===== src/rtl/pixel_seq.sv =====
// Frame capture sequencer for a pointer-addressed pixel sensor: walks rows/columns,
// triggers the ADC per pixel and pushes results to a FIFO. Optional macro: PIXEL_SEQ_TIMEOUT_EN.
`timescale 1ns/1ps
module pixel_seq #(
   parameter int PULSE_W     = 2,
   parameter int SETTLE_CYC  = 4,
   parameter int TIMEOUT_CYC = 1000
) (
   input  logic       CLK50,
   input  logic       RST,
   input  logic       start,
   input  logic       abort,
   input  logic [7:0] rows,
   input  logic [7:0] cols,
   input  logic       adc_done,
   input  logic [9:0] adc_data,
   input  logic       fifo_full,
   output logic       resp,
   output logic       incp,
   output logic       resv,
   output logic       incv,
   output logic       inphi,
   output logic       adc_start,
   output logic       fifo_wren,
   output logic [9:0] fifo_wdata,
   output logic       busy,
   output logic       done,
   output logic       err
);
   localparam logic [2:0] S_IDLE   = 3'd0;
   localparam logic [2:0] S_VRST   = 3'd1;
   localparam logic [2:0] S_PRST   = 3'd2;
   localparam logic [2:0] S_SETTLE = 3'd3;
   localparam logic [2:0] S_CONV   = 3'd4;
   localparam logic [2:0] S_WRITE  = 3'd5;
   localparam logic [2:0] S_INCP   = 3'd6;
   localparam logic [2:0] S_INCV   = 3'd7;

   localparam logic [7:0] PW_LAST     = 8'(PULSE_W - 1);
   localparam logic [7:0] SETTLE_LAST = 8'(SETTLE_CYC - 1);

   logic [2:0] r_state;
   logic [7:0] r_cnt;
   logic [7:0] r_row;
   logic [7:0] r_col;
   logic [7:0] r_rows;
   logic [7:0] r_cols;
   logic [9:0] r_data;
   logic       r_resp, r_incp, r_resv, r_incv, r_inphi;
   logic       r_adc_start, r_fifo_wren, r_busy, r_done;
   logic [9:0] r_fifo_wdata;

`ifdef PIXEL_SEQ_TIMEOUT_EN
   localparam int TW = $clog2(TIMEOUT_CYC + 1);
   localparam logic [TW-1:0] T_LAST = TW'(TIMEOUT_CYC - 1);
   logic [TW-1:0] r_tcnt;
   logic          r_err;
   assign err = r_err;
`else
   wire [31:0] w_unused_timeout = 32'(TIMEOUT_CYC);
   assign err = 1'b0;
`endif

   always_ff @(posedge CLK50 or posedge RST) begin
      if (RST) begin
         r_state      <= S_IDLE;
         r_cnt        <= '0;
         r_row        <= '0;
         r_col        <= '0;
         r_rows       <= '0;
         r_cols       <= '0;
         r_data       <= '0;
         r_resp       <= 1'b0;
         r_incp       <= 1'b0;
         r_resv       <= 1'b0;
         r_incv       <= 1'b0;
         r_inphi      <= 1'b0;
         r_adc_start  <= 1'b0;
         r_fifo_wren  <= 1'b0;
         r_fifo_wdata <= '0;
         r_busy       <= 1'b0;
         r_done       <= 1'b0;
`ifdef PIXEL_SEQ_TIMEOUT_EN
         r_tcnt       <= '0;
         r_err        <= 1'b0;
`endif
      end else begin
         r_done      <= 1'b0;
         r_adc_start <= 1'b0;
         r_fifo_wren <= 1'b0;
         // abort outranks every other event, including a pending write or timeout
         if (abort && r_state != S_IDLE) begin
            r_state <= S_IDLE;
            r_resp  <= 1'b0;
            r_incp  <= 1'b0;
            r_resv  <= 1'b0;
            r_incv  <= 1'b0;
            r_inphi <= 1'b0;
            r_busy  <= 1'b0;
         end else begin
            case (r_state)
               S_IDLE: begin
                  if (start) begin
                     if (rows != 8'd0 && cols != 8'd0) begin
                        r_rows  <= rows;
                        r_cols  <= cols;
                        r_row   <= '0;
                        r_col   <= '0;
                        r_cnt   <= '0;
                        r_resv  <= 1'b1;
                        r_busy  <= 1'b1;
                        r_state <= S_VRST;
`ifdef PIXEL_SEQ_TIMEOUT_EN
                        r_err   <= 1'b0;
`endif
                     end else begin
                        r_done <= 1'b1;
                     end
                  end
               end
               S_VRST: begin
                  if (r_cnt == PW_LAST) begin
                     r_cnt   <= '0;
                     r_resv  <= 1'b0;
                     r_resp  <= 1'b1;
                     r_col   <= '0;
                     r_state <= S_PRST;
                  end else begin
                     r_cnt <= r_cnt + 8'd1;
                  end
               end
               S_PRST: begin
                  if (r_cnt == PW_LAST) begin
                     r_cnt   <= '0;
                     r_resp  <= 1'b0;
                     r_inphi <= 1'b1;
                     r_state <= S_SETTLE;
                  end else begin
                     r_cnt <= r_cnt + 8'd1;
                  end
               end
               S_SETTLE: begin
                  if (r_cnt == SETTLE_LAST) begin
                     r_cnt       <= '0;
                     r_adc_start <= 1'b1;
                     r_state     <= S_CONV;
`ifdef PIXEL_SEQ_TIMEOUT_EN
                     r_tcnt      <= '0;
`endif
                  end else begin
                     r_cnt <= r_cnt + 8'd1;
                  end
               end
               S_CONV: begin
                  if (adc_done) begin
                     r_data  <= adc_data;
                     r_state <= S_WRITE;
`ifdef PIXEL_SEQ_TIMEOUT_EN
                  end else if (r_tcnt == T_LAST) begin
                     r_err   <= 1'b1;
                     r_inphi <= 1'b0;
                     r_busy  <= 1'b0;
                     r_state <= S_IDLE;
                  end else begin
                     r_tcnt <= r_tcnt + TW'(1);
`endif
                  end
               end
               S_WRITE: begin
                  if (!fifo_full) begin
                     r_fifo_wren  <= 1'b1;
                     r_fifo_wdata <= r_data;
                     r_inphi      <= 1'b0;
                     r_cnt        <= '0;
                     if (r_col != r_cols - 8'd1) begin
                        r_incp  <= 1'b1;
                        r_state <= S_INCP;
                     end else if (r_row != r_rows - 8'd1) begin
                        r_incv  <= 1'b1;
                        r_state <= S_INCV;
                     end else begin
                        r_done  <= 1'b1;
                        r_busy  <= 1'b0;
                        r_state <= S_IDLE;
                     end
                  end
               end
               S_INCP: begin
                  if (r_cnt == PW_LAST) begin
                     r_cnt   <= '0;
                     r_incp  <= 1'b0;
                     r_col   <= r_col + 8'd1;
                     r_inphi <= 1'b1;
                     r_state <= S_SETTLE;
                  end else begin
                     r_cnt <= r_cnt + 8'd1;
                  end
               end
               S_INCV: begin
                  if (r_cnt == PW_LAST) begin
                     r_cnt   <= '0;
                     r_incv  <= 1'b0;
                     r_row   <= r_row + 8'd1;
                     r_col   <= '0;
                     r_resp  <= 1'b1;
                     r_state <= S_PRST;
                  end else begin
                     r_cnt <= r_cnt + 8'd1;
                  end
               end
               default: r_state <= S_IDLE;
            endcase
         end
      end
   end

   assign resp       = r_resp;
   assign incp       = r_incp;
   assign resv       = r_resv;
   assign incv       = r_incv;
   assign inphi      = r_inphi;
   assign adc_start  = r_adc_start;
   assign fifo_wren  = r_fifo_wren;
   assign fifo_wdata = r_fifo_wdata;
   assign busy       = r_busy;
   assign done       = r_done;
endmodule


===== config.mk =====
export PLATFORM = sky130hd
export DESIGN_NAME = pixel_seq
export DESIGN_NICKNAME = d
export VERILOG_FILES = /design/src/rtl/pixel_seq.sv
export SDC_FILE = /design/constraint.sdc
export NUM_CORES = 1
export LEC_CHECK = 0
export BUFFER_PORTS_ARGS = -buffer_cell sky130_fd_sc_hd__buf_4
export CAP_MARGIN = 20
export CELL_PAD_IN_SITES_DETAIL_PLACEMENT = 1
export CELL_PAD_IN_SITES_GLOBAL_PLACEMENT = 2
export CORE_ASPECT_RATIO = 1.4
export CORE_MARGIN = 8
export CORE_UTILIZATION = 33
export CTS_BUF_LIST = sky130_fd_sc_hd__clkbuf_16
export DETAILED_ROUTE_END_ITERATION = 6
export PLACE_DENSITY_LB_ADDON = 0.25
export SLEW_MARGIN = 0
export SYNTH_ARGS = -nofsm -noshare
export SYNTH_HDL_FRONTEND = slang
export SYNTH_SLANG_ARGS = --single-unit

===== constraint.sdc =====
create_clock -name CLK50 -period 2 [get_ports CLK50]
set_clock_uncertainty 0.05 [all_clocks]
set_input_delay 0.1 -clock CLK50 [delete_from_list [all_inputs] [get_ports CLK50]]
set_output_delay 0.1 -clock CLK50 [all_outputs]
set_load 0.01 [all_outputs]

==> metrics <==
Clock Power Share 22.3%; Yosys top cell area share a little under half; Vias 3756; GR Util All Layers 16.8%; Layout area overhead 44.7%; CP Launch Point r_cols[0]$_DFFE_PP0P_; DIE AREA 16000 um2; Worst Setup End Kind flop; Fmax 0.478 GHz; Post-synth EDFFs 0; row cnt 47; Synthesis Warnings 0; Max Cap Viol 0; area of placed instances 5050 um2; clock root buffer clkbuf_16; Starting Density 33.8%; Worst R2R Setup Slack -90 ps; crit start category flop; pin count of the biggest net entering global routing 73; max-slew violation count 0; post-synthesis sequential area ratio 45.0%; Post-Syn Instances approximately 430; HPWL Detailed 9.24 mm; Non-Filler Cell Area, Final 5790 um2; n_diodes 0; status complete, but fails checks; cell accounting for the most synthesized area dfrtp_1; Setup crit end r_state[0]$_DFFE_PP0P_; wire per inst 17.3 um; switching power around 2.7 mW; Leak 2.65 nW; Seq cells post-synth 72; Core ar. between 10000 and 15000 um2; period utilization 105%; Placed Cells roughly 680; Flop pwr share 30.9%; Avg Synthesized Cell Area 9.32 um2; Post-synth ARST share 100%; Netlist cell types 57; type of the tightest min-delay check input pin to flop; WL met1 around 5.0 mm; top post-synthesis cells by area dfrtp_1 (45%), mux2_2 (5.6%), nand2_1 (5.6%), o21ai_0 (4.1%), xnor2_1 (3.9%); worst vdd ir 0.605 mV; CP Max Fanout 4; H-tree levels 3; Mapped Area 4000 um2; final setup fails 6; Comb power frac 46.8%; clock slew at reported path FFs around 60 ps; GRT Residual Overflow 0; Synth Flop Type dfrtp_1; # DRC 0; Sw Ratio between 30% and 40%; Top Layer Used met4; GP Congestion 0.813; DIE WIDTH 109 um; final worst slack -92.4 ps; Reg2Reg Capture Point r_state[0]$_DFFE_PP0P_; vias per cell 5.18; reg2reg path depth 9; antenna violations before repair 0; vias in the first global route approximately 4300; minimum clock period 2090 ps; Int Pwr 4.53 mW; met2 routed WL 6.79 mm; Final Instance Count excl. Fillers 725; Crit path required time 2190 ps; Sink Count 72; failing checks negative setup slack; buffers added on ports 50; Fin. Hold Viols 0; Pre-antenna DRT Iters 4; RR Startpoint r_cols[0]$_DFFE_PP0P_; routed wl met3 about 500 um; CTS tree yes; PD cells 1240 nW/um2; final core occ 49.0%; 1st-iter DRT viols between 90 and 100; clock latency on the worst-skew pair around 330 ps; TritonCTS Buffers 9; Max Root-Sink Buffers 2; first-pass GRT wire length about 21 mm; crit path DAT 2290 ps; Layout Nets 611; Die Ht 146 um; syn_nets 467; setup TNS -407 ps; hold slack 48.9 ps; ANT nets after route 0; kind of critical path flop to flop; RSZ-0062 raised after global routing yes; Post-Route WL around 13 mm; IO Pins 52; layout cell share with drive strength beyond 1 34.1%
-- logic make-up after synthesis --
kind of cell | after synthesis | share of synthesized area, %
and+or+nand+nor | 186 | 24.2
AOI/OAI and AO/OA | 85 | 14.0
DFF | 72 | 45.0
buffers and inverters | 33 | 3.50
xor gates and xnor gates | 25 | 5.47
muxes | 21 | 5.88
adders and majority gates | 6 | 1.88
other | 1 | 0.0937
-- critical path: stages, from the launching register on --
cell and delay, ps:
dfrtp_1 400, inv_2 90, ha_4 150, nand2b_1 80
o211a_1 230, o31ai_2 270, buf_4 160, and4_2 290
o211ai_1 100, a31oi_1 190
-- how the worst min path moves through the flow --
stage,from,to,slack [ps],cells past startpoint
3_5_place_dp,RST,fifo_wren$_DFF_PP0_,180,3
5_1_grt,start,done$_DFF_PP0_,50,2
6_report,start,done$_DFF_PP0_,50,2
4_1_cts,start,done$_DFF_PP0_,40,2
3_3_place_gp,RST,r_row[6]$_DFFE_PP0P_,170,3
2_1_floorplan,cols[2],r_cols[2]$_DFFE_PP0P_,160,2
-- final cells by class --
| cell class | instances | area [um2] |
|---|---|---|
| Fill cell | 1327 | 6030 |
| Multi-Input combinational cell | 324 | 2220 |
| Sequential cell | 72 | 1800 |
| Timing Repair Buffer | 151 | 1230 |
| Clock buffer | 9 | 225 |
| Tap cell | 147 | 184 |
| Clock inverter | 7 | 71.3 |
| Inverter | 15 | 56.3 |
-- synth_stat cells, types with 4 or more instances --
library cell   n
o21ai_0       33
ha_1           6
inv_1         15
a21oi_1       12
nand2b_1      14
mux2_2        20
nor3_1        10
o211ai_1       8
nor2b_1        6
nor4_1         4
xnor2_1       18
xor2_1         7
nand3_1       15
clkbuf_1      10
o31ai_1        7
dfrtp_1       72
or4_1          7
nor2_1        30
or3_1         11
nand2_1       60
a31oi_1        5
buf_2          4
and3_1         6
-- timing repair --
| action | 4_1_cts | 5_1_grt |
|---|---|---|
| setup buffers | 4 | 3 |
| hold endpoints to repair | 98 | 0 |
| hold buffers | 27 | 0 |
| gates resized for setup | 18 | 11 |
| pin swaps | 12 | 4 |
| endpoints found under the setup margin | 14 | 33 |
-- layout by cell type (no fill, tap or decap), types with 3 or more instances in the layout --
| master | netlist | routed |
|---|---|---|
| a21oi_1 | 12 | 12 |
| nor2b_1 | 6 | 6 |
| nor3_2 | 2 | 5 |
| xor2_1 | 7 | 7 |
| nor3_1 | 10 | 5 |
| dlygate4sd3_1 | 0 | 27 |
| o31ai_1 | 7 | 5 |
| buf_4 | 1 | 121 |
| o21ai_0 | 33 | 32 |
| xnor2_1 | 18 | 17 |
| and2_1 | 3 | 3 |
| mux2_2 | 20 | 20 |
| dfrtp_1 | 72 | 71 |
| clkbuf_16 | 0 | 9 |
| nor2_1 | 30 | 29 |
| nand2_1 | 60 | 60 |
| o211ai_1 | 8 | 8 |
| nand2b_1 | 14 | 14 |
| and3_1 | 6 | 6 |
| o21a_1 | 3 | 3 |
| ha_1 | 6 | 4 |
| inv_1 | 15 | 13 |
| a31oi_1 | 5 | 5 |
| or3_1 | 11 | 7 |
| or4_1 | 7 | 6 |
| inv_2 | 0 | 3 |
| nand3_1 | 15 | 15 |
| or3_4 | 0 | 4 |
-- per-stage QoR --
stage / total power, mW / setup WS, ps
2_1_floorplan: 3.90 / -3.09
3_3_place_gp: 5.14 / -112
3_5_place_dp: 5.27 / -200
4_1_cts: 7.15 / -47.0
5_1_grt: 7.74 / -178
6_report: 7.20 / -92.4
-- power by group through the flow --
| stage | clock network, mW | registers (mW) | logic, mW |
|---|---|---|---|
| after floorplan | 0 | 2.17 | 1.73 |
| after global placement | 0 | 2.21 | 2.93 |
| after global routing | 1.73 | 2.28 | 3.73 |
| after CTS | 1.65 | 2.22 | 3.28 |
| after detailed placement | 0 | 2.24 | 3.03 |
| final | 1.61 | 2.23 | 3.37 |
-- state kept, by name, summed over array words and instances (netlist names) --
| name | count |
|---|---|
| r_data | 10 |
| resp | 1 |
| busy | 1 |
| r_col | 8 |
| fifo_wdata | 10 |
| r_cols | 8 |
| incv | 1 |
| inphi | 1 |
| r_cnt | 8 |
| incp | 1 |
| r_row | 8 |
| fifo_wren | 1 |
| resv | 1 |
| adc_start | 1 |
| done | 1 |
| r_rows | 8 |
| r_state | 3 |
-- per-layer routing --
layer	GRT usage [%]	up-vias
met3	4.01	10
met1	18.5	1888
met5	0	-
li1	-	1802
met2	29.9	56
met4	5.84	0
(Power assumes the default switching activity.)
